--- config.mk ---
export PLATFORM = sky130hd
export DESIGN_NAME = tile_map_scroller
export DESIGN_NICKNAME = d
export VERILOG_FILES = /design/src/rtl/tile_map_scroller.sv
export SDC_FILE = /design/constraint.sdc
export NUM_CORES = 2
export LEC_CHECK = 0
export CORE_UTILIZATION = 30
export DETAILED_ROUTE_END_ITERATION = 10
export PLACE_DENSITY_LB_ADDON = 0.1
export SLEW_MARGIN = 15
export SYNTH_ARGS = -nofsm -noshare
export SYNTH_HDL_FRONTEND = slang
export SYNTH_SLANG_ARGS = --single-unit
--- constraint.sdc ---
create_clock -name pixel_clk_in -period 17.4 [get_ports pixel_clk_in]
set_input_delay 1.74 -clock pixel_clk_in [delete_from_list [all_inputs] [get_ports pixel_clk_in]]
set_output_delay 1.74 -clock pixel_clk_in [all_outputs]
set_load 0.01 [all_outputs]
--- src/rtl/tile_map_scroller.sv ---
// Tile map scroller: clears a writable tile map after reset, tracks a
// per-frame horizontal scroll position and turns each incoming pixel
// position into a registered tile code / sprite-enable for the renderer.
// All pixel outputs carry one cycle of latency, matching hcount/vcount_out.
module tile_map_scroller #(
    parameter int MAP_COLS  = 64,
    parameter int MAP_ROWS  = 8,
    parameter int ORIGIN_Y  = 0,
    parameter int ACTIVE_W  = 1280,
    parameter int NUM_TILES = 37
) (
    input  logic                                  pixel_clk_in,
    input  logic                                  rst_in,
    input  logic [10:0]                           hcount_in,
    input  logic [9:0]                            vcount_in,
    input  logic                                  new_frame_in,
    input  logic                                  pause_in,
    input  logic [4:0]                            speed_in,
    input  logic                                  map_we_in,
    input  logic [$clog2(MAP_COLS*MAP_ROWS)-1:0]  map_waddr_in,
    input  logic [5:0]                            map_wdata_in,
    output logic [10:0]                           hcount_out,
    output logic [9:0]                            vcount_out,
    output logic [5:0]                            unique_image_index,
    output logic                                  in_sprite,
    output logic [11:0]                           offset_out,
    output logic                                  map_ready_out
);

    localparam int          DEPTH  = MAP_COLS * MAP_ROWS;
    localparam int          AW     = $clog2(DEPTH);
    localparam int          CW     = $clog2(MAP_COLS);
    localparam logic [11:0] W_MASK = 12'(MAP_COLS * 16 - 1);
    localparam logic [5:0]  EMPTY  = 6'h3F;

    typedef enum logic {CLEAR = 1'b0, RUN = 1'b1} state_t;

    state_t          state_q, state_d;
    logic [AW-1:0]   clr_addr_q, clr_addr_d;
    logic [11:0]     scroll_q, scroll_d;

    logic            mem_we;
    logic [AW-1:0]   mem_waddr;
    logic [5:0]      mem_wdata;
    logic [5:0]      map_q [DEPTH];

    logic [10:0]     vrel;
    logic            band;
    logic [11:0]     world_x;
    logic [6+CW:0]   rd_full;
    logic [AW-1:0]   rd_addr;
    logic [5:0]      code;
    logic            code_ok;
    logic            lookup_unused;

    logic [10:0]     hcount_q;
    logic [9:0]      vcount_q;
    logic [5:0]      index_q;
    logic            in_sprite_q;

    // State register: reset always restarts the clear sweep from address 0.
    always_ff @(posedge pixel_clk_in) begin
        if (rst_in) begin
            state_q    <= CLEAR;
            clr_addr_q <= '0;
        end else begin
            state_q    <= state_d;
            clr_addr_q <= clr_addr_d;
        end
    end

    // Next state: leave CLEAR once the last map entry has been written.
    always_comb begin
        state_d = state_q;
        if (state_q == CLEAR && clr_addr_q == AW'(DEPTH - 1)) begin
            state_d = RUN;
        end
    end

    // FSM outputs: clear sweep owns the write port in CLEAR, the host in RUN.
    always_comb begin
        clr_addr_d = clr_addr_q;
        mem_we     = 1'b0;
        mem_waddr  = map_waddr_in;
        mem_wdata  = map_wdata_in;
        case (state_q)
            CLEAR: begin
                mem_we     = 1'b1;
                mem_waddr  = clr_addr_q;
                mem_wdata  = EMPTY;
                clr_addr_d = clr_addr_q + 1'b1;
            end
            RUN: begin
                mem_we = map_we_in && ({1'b0, map_waddr_in} < (AW+1)'(DEPTH));
            end
            default: ;
        endcase
    end

    // Tile map write port; no reset so it maps onto distributed RAM.
    always_ff @(posedge pixel_clk_in) begin
        if (mem_we && !rst_in) begin
            map_q[mem_waddr] <= mem_wdata;
        end
    end

    // Scroll update: signed step per frame, wrapped to the map width.
    always_comb begin
        scroll_d = scroll_q;
        if (state_q == RUN && new_frame_in && !pause_in) begin
            scroll_d = (scroll_q + {{7{speed_in[4]}}, speed_in}) & W_MASK;
        end
    end

    // Scroll register.
    always_ff @(posedge pixel_clk_in) begin
        if (rst_in) begin
            scroll_q <= '0;
        end else begin
            scroll_q <= scroll_d;
        end
    end

    // Pixel lookup: the borrow of vcount-ORIGIN_Y lands above the band, so a
    // single unsigned compare covers both band edges. Read is asynchronous,
    // so a same-edge write is seen only on the following cycle.
    always_comb begin
        vrel    = {1'b0, vcount_in} - 11'(ORIGIN_Y);
        band    = (vrel < 11'(MAP_ROWS * 16)) && (hcount_in < 11'(ACTIVE_W));
        world_x = ({1'b0, hcount_in} + scroll_q) & W_MASK;
        rd_full = {vrel[10:4], world_x[CW+3:4]};
        rd_addr = band ? rd_full[AW-1:0] : '0;
        code    = map_q[rd_addr];
        code_ok = band && (code < 6'(NUM_TILES));
    end

    assign lookup_unused = ^{vrel, world_x, rd_full};

    // Registered pixel outputs; tile outputs are forced empty during CLEAR.
    always_ff @(posedge pixel_clk_in) begin
        if (rst_in) begin
            hcount_q    <= '0;
            vcount_q    <= '0;
            index_q     <= '0;
            in_sprite_q <= 1'b0;
        end else begin
            hcount_q    <= hcount_in;
            vcount_q    <= vcount_in;
            index_q     <= (state_q == RUN && code_ok) ? code : 6'd0;
            in_sprite_q <= (state_q == RUN) && code_ok;
        end
    end

    assign hcount_out         = hcount_q;
    assign vcount_out         = vcount_q;
    assign unique_image_index = index_q;
    assign in_sprite          = in_sprite_q;
    assign offset_out         = scroll_q;
    assign map_ready_out      = (state_q == RUN);

endmodule

After elaboration in Yosys (flattened, before gate mapping)
Memory sizes are Yosys's and may differ from the RTL's.
Index checks and enable logic that the tools add are counted.
{"block": "op_classes", "magnitude_cmp": 3, "addsub": 3, "n_mux": 6, "n_eq_ne": 1, "n_reduce_logical": 10, "n_bitwise": 2}
{"operator": "$mux W9", "n": 2}
{"operator": "$lt A11 B11 Y1 const B", "n": 1}
{"operator": "$add A10 B10 Y10", "n": 1}
{"operator": "$add A10 B5 Y10", "n": 1}
{"operator": "$lt A10 B8 Y1 const B", "n": 1}
{"operator": "$add A9 B1 Y9 const B", "n": 1}
{"operator": "$eq A9 B9 Y1 const B", "n": 1}
{"operator": "$logic_and A1 B1 Y1", "n": 7}
{"operator": "$lt A6 B6 Y1 const B", "n": 1}
{"operator": "$mux W6", "n": 1}
{"operator": "$logic_not A1 Y1", "n": 2}
{"operator": "$mux W1", "n": 2}
{"operator": "$not A1 Y1", "n": 2}
{"operator": "$pmux W1 S2", "n": 1}
{"operator": "$reduce_or A2 Y1", "n": 1}
{"block": "word_totals", "reg_bits": 48, "input_bits": 46, "elab_cells": 33, "output_inout_bits": 41, "mem_count": 1, "mem_bits_rw": 3072}
{"name": "map_q", "depth": 512, "word_bits": 6, "rd": 1, "rd_clocked_by_memory_dff": 0, "write_ports": 1, "line_no": "45", "text": "logic [5:0] map_q [DEPTH];"}

Longest topological paths before layout
An unclocked memory read counts as a cell.
{"block": "logic_depth", "ltp_word": 9, "mapped_depth": 19, "mapped_depth_nobuf": 14}

Worst setup path before layout
Ideal clock, no wire load.
{"block": "synth_path", "path_kind": "input-to-reg", "from": "input map_wdata_in[0]", "to": "memory map_q[0][0], data pin", "n_path_buf": 0, "setup_time_ps": 1607, "cell_stages": 1, "required_ps": 15793, "t_arrival_ps": 8530, "slack_ps": 7263, "path_cell_list": "nand2b_1"}
{"block": "synth_via", "elab_chain_len": 1}
{"item": "start: declaration", "line_no": "21", "text": "input logic [5:0] map_wdata_in,"}
{"item": "$mux W6", "line_no": "86", "text": "case (state_q)"}
{"item": "end: declaration", "line_no": "45"}
No other way between the ends.

Worst setup path after layout
{"block": "layout_path", "from": "input hcount_in[2]", "to": "register index_q[5] (netlist: unique_image_index[5])"}
{"block": "layout_via", "elab_chain_len": 9, "word_cells_on_any_way": 10, "cone_classes": "1 x add/sub; 2 x order compare; 1 x mux; 1 x bitwise; 4 x reduce/logical; 1 x memory"}
{"item": "start: declaration", "line_no": "14", "text": "input logic [10:0] hcount_in,"}
{"item": "$lt A11 B11 Y1", "line_no": "129", "text": "band = (vrel < 11'(MAP_ROWS * 16)) && (hcount_in < 11'(ACTIVE_W));"}
{"item": "$logic_and A1 B1 Y1", "line_no": "129"}
{"item": "$mux W9", "line_no": "132", "text": "rd_addr = band ? rd_full[AW-1:0] : '0;"}
{"item": "$mem_v2 Z512 W6"}
{"item": "$lt A6 B6 Y1", "line_no": "134", "text": "code_ok = band && (code < 6'(NUM_TILES));"}
{"item": "$logic_and A1 B1 Y1", "line_no": "134"}
{"item": "$logic_and A1 B1 Y1", "line_no": "149", "text": "index_q <= (state_q == RUN && code_ok) ? code : 6'd0;"}
{"item": "$not A1 Y1 (no source line)"}
{"item": "$reduce_or A2 Y1 (no source line)"}
{"item": "end signal: assignment", "line_no": "149"}
{"item": "end: declaration", "line_no": "58", "text": "logic [5:0] index_q;"}
Parallel ways exist; a longest one is shown, timed or not.
A chain may end at the register's enable or synchronous reset.

==> impl_results.md <==
- Worst-path clk slew: 0.06 ns
- Initial antenna violation count: 45
- Most frequent CP cell: buf_4
- Cell Rows: between 200 and 250
- Worst EP arrival: 9.27 ns
- Crit Path Max Fanout: 60
- Global Route Usage Sum: 0.2134
- Worst VDD drop: between 70 and 80 µV
- Final-report max-slew violation count: 0
- Num CTS Buffers: about 360
- Worst Setup Start Kind: input pin
- Critical Path RT: 18.24 ns
- Ys Warns: 0
- CP Cell Sequence: clkdlybuf4s50_1, ha_1, o21a_1, o2bb2ai_1, mux2_8, buf_4, buf_4, buf_4, nand2_1, nand3_1, a21oi_1, o31a_1, o31a_1, nor4_1, a211oi_1, buf_4, nor3_1, o21ai_0, and3_1
- Layout cells sized above 1: 0.08016
- First-pass GRT wire length: between 600 and 700 mm
- Critical path depth: 19
- Worst hold slack: around 0.51 ns
- Max clock buf depth: 4
- Sw frac: 0.2161
- CORE AREA: between 400000 and 500000 µm²
- CTS tree: yes
- Wirelength per Cell: roughly 30 µm
- Total of max-cap violations: 1
- Critical path's slowest cell: nor4_1
- Post-placement cell area: 134500 µm²
- Clock Sink Count: 3120
- Clock skew: between 0.06 and 0.07 ns
- Cell variety after synth: 84
- Final worst path period share: 0.4843
- Unrepaired setup endpoints after global routing: no
- Design area: approximately 150000 µm²
- Die W: 653.0 µm
- Rel. slew slack: 0.01992
- Leak: approximately 50 nW
- Finish-stage setup viols: 0
- Worst r2r dst: unique_image_index[5]
- Sequential power share: 0.513
- Number of flops mapped to enable cells by yosys: between 3000 and 4000
- Vias: roughly 80000
- Failing checks: capacitance limit
- P_sw: about 3.4 mW
- Sequential area share after synthesis: 0.7332
- Max stage delay on crit path: approximately 0.8 ns
- Fmax: roughly 120 MHz
- Area grow syn2layout: 14.53%
- Prevailing post-synth register cell: edfxtp_1
- Setup TNS: 0 ns
- Largest cells by area after synthesis: edfxtp_1 (73%), nand2_1 (6.9%), nand3_1 (5.8%)
- Least-Margin Pin Slew: around 1.5 ns
- Clk pwr share: 0.462
- Final #Nets: 9761
- Port Buffers: 84
- Worst Path Buf+Inv: 5
- CTS root buffer: clkbuf_16
- Setup slack, reg-to-reg: a little under 10 ns
- Core Util, Final: 0.3458
- Synth top area share: 0.7256
- Post-synth top cells: edfxtp_1 (3072), nand2_1 (2336), nand3_1 (1486), mux2i_1 (672), nor2_1 (608)
- Routed Antenna Nets: 0
- # DRC: 0
- Fin. Hold Viols: 0
- Cts repair resizes: 0
- # IOs: 87
- Worst setup path end: unique_image_index[5]
- Layout fillers: between 40000 and 50000
- Post-synth ARST share: 0
- GPL Wtd Cong: approximately 0.8
- Top cell type by total area after synthesis: edfxtp_1
- Drt first-iter violations: 7824
- Reg2Reg Depth: 18
- Drt total wl: around 470 mm
- Starting Density: 0.3019
- Mapped Cells: a little under 10000
- Seq cells post-synth: roughly 3100
- Mapped cell area: around 130000 µm²
- Vias in the first global route: approximately 79000
- Largest net degree at the start of global routing: 163
- Most common cell in the synthesized netlist: edfxtp_1
- Delay-heaviest family, CP: buffers and inverters
- Status: finished, violations left
- CP Class: input pin to register
- Vias per inst: ~5.2
- H-tree levels: 5
- Combinational group share of total power: 0.025
- Fin crit period: between 8 and 9 ns
- Internal: 12.42 mW
- Post-CTS Setup Inserts: 0
- RR Startpoint: offset_out[2]
- Hold Path Class: register to register
- CP endpoint kind: register
- DP HPWL: approximately 270 mm
- Crit path from: hcount_in[2]
- DR pass1 iterations: 5
- Die height: approximately 650 µm
- PwrDens: about 110 nW/µm²
- Clk_lat worst skew: between 0.9 and 1 ns
- Global route overflow: 0
- Post-CTS Hold Fix Bufs: 0
- Die area: 426400 µm²
- Mean Syn Cell Area: ~13 µm²
## power groups by stage
stage | logic, mW | clock network, mW | registers [mW]
6_report | 0.396 | 7.32 | 8.13
5_1_grt | 0.415 | 7.73 | 8.13
4_1_cts | 0.398 | 7.47 | 8.13
3_5_place_dp | 0.397 | 0 | 8.29
3_3_place_gp | 0.397 | 0 | 8.29
2_1_floorplan | 0.193 | 0 | 8.29
## per-stage QoR
| stage | total power [mW] | setup slack (ns) | instances |
|---|---|---|---|
| after floorplan | 8.484 | 7.263 | 9682 |
| after global placement | 8.687 | 7.880 | 14980 |
| after detailed placement | 8.686 | 7.979 | 14980 |
| after CTS | 16.00 | 8.993 | 15620 |
| after global routing | 16.27 | 8.665 | 15620 |
| final | 15.85 | 8.973 | 15630 |
## cell type report
type	instances	area, µm²	share of cell area
inverter	17	63.81	0.0004383
clock buffer	447	9439	0.06483
tap	5640	7057	0.04847
timing repair buffer	290	2690	0.01848
clock inverter	197	1663	0.01142
multi-input combinational	5909	31460	0.2161
sequential	3120	93210	0.6402
antenna	7	17.52	0.0001203
## layer usage
layer	up-vias	global-route usage	routed length, µm
met5	-	0	61
met4	8	0.05524	12640
met3	550	0.03322	29640
met2	2734	0.3359	212000
met1	41810	0.3065	211100
li1	35470	-	-
## sequential cells by signal (all words and copies together) (netlist names)
register            cells
map_q                3072
hcount_out             11
offset_out             10
vcount_out             10
clr_addr_q              9
unique_image_index      6
in_sprite               1
map_ready_out           1
## worst register-to-register path: stages, from the launching register on
cell       delay, ns
dfxtp_1         0.41
ha_1            0.31
o21a_1          0.21
o2bb2ai_1       0.46
mux2_8          0.58
buf_4           0.83
buf_4           0.79
buf_4           0.79
nand2_1         0.18
nand3_1         0.11
a21oi_1         0.09
o31a_1          0.37
o31a_1          0.31
nor4_1          0.80
a211oi_1        0.24
buf_4           0.19
nor3_1          0.39
o21ai_0         0.19
and3_1          0.21
## worst min-delay path by stage
stage | start | to | slack, ns | cells past startpoint
2_1_floorplan | offset_out[2] | offset_out[2] | 0.51 | 2
3_3_place_gp | offset_out[8] | offset_out[8] | 0.49 | 2
3_5_place_dp | offset_out[5] | offset_out[5] | 0.50 | 2
4_1_cts | offset_out[5] | offset_out[5] | 0.51 | 2
5_1_grt | offset_out[6] | offset_out[6] | 0.54 | 2
6_report | offset_out[5] | offset_out[5] | 0.51 | 2
## placed cells by master, fill, tap and decap left out, drive strengths merged, types with 15 or more instances in the layout
master,netlist,routed
edfxtp,3072,3072
nand2,2337,2337
nand3,1486,1486
mux2i,672,672
nor2,609,609
clkbuf,168,447
buf,468,207
a21oi,193,193
clkinv,0,153
clkdlybuf4s50,0,83
a31oi,79,79
and3,61,61
dfxtp,48,48
o22ai,47,47
nand4,43,43
o21ai,33,33
inv,17,33
nor3,30,30
a311oi,29,29
nor4,27,27
nor2b,24,24
bufinv,0,24
a211oi,20,20
ha,19,19
a22oi,17,17
o211ai,15,15
## cells by family (layout without fill, tap and decap cells)
kind of cell,count (synthesis),after routing,synth area share
and+or+nand+nor,4646,4646,0.1561
DFF,3120,3120,0.7332
muxes,695,695,0.05601
buffers and inverters,653,951,0.02446
AOI/OAI and AO/OA,529,529,0.02700
adders and majority gates,20,20,0.002027
xor gates and xnor gates,17,17,0.001171
other,1,9,0.00002950
Power figures use the tool's default switching activity.
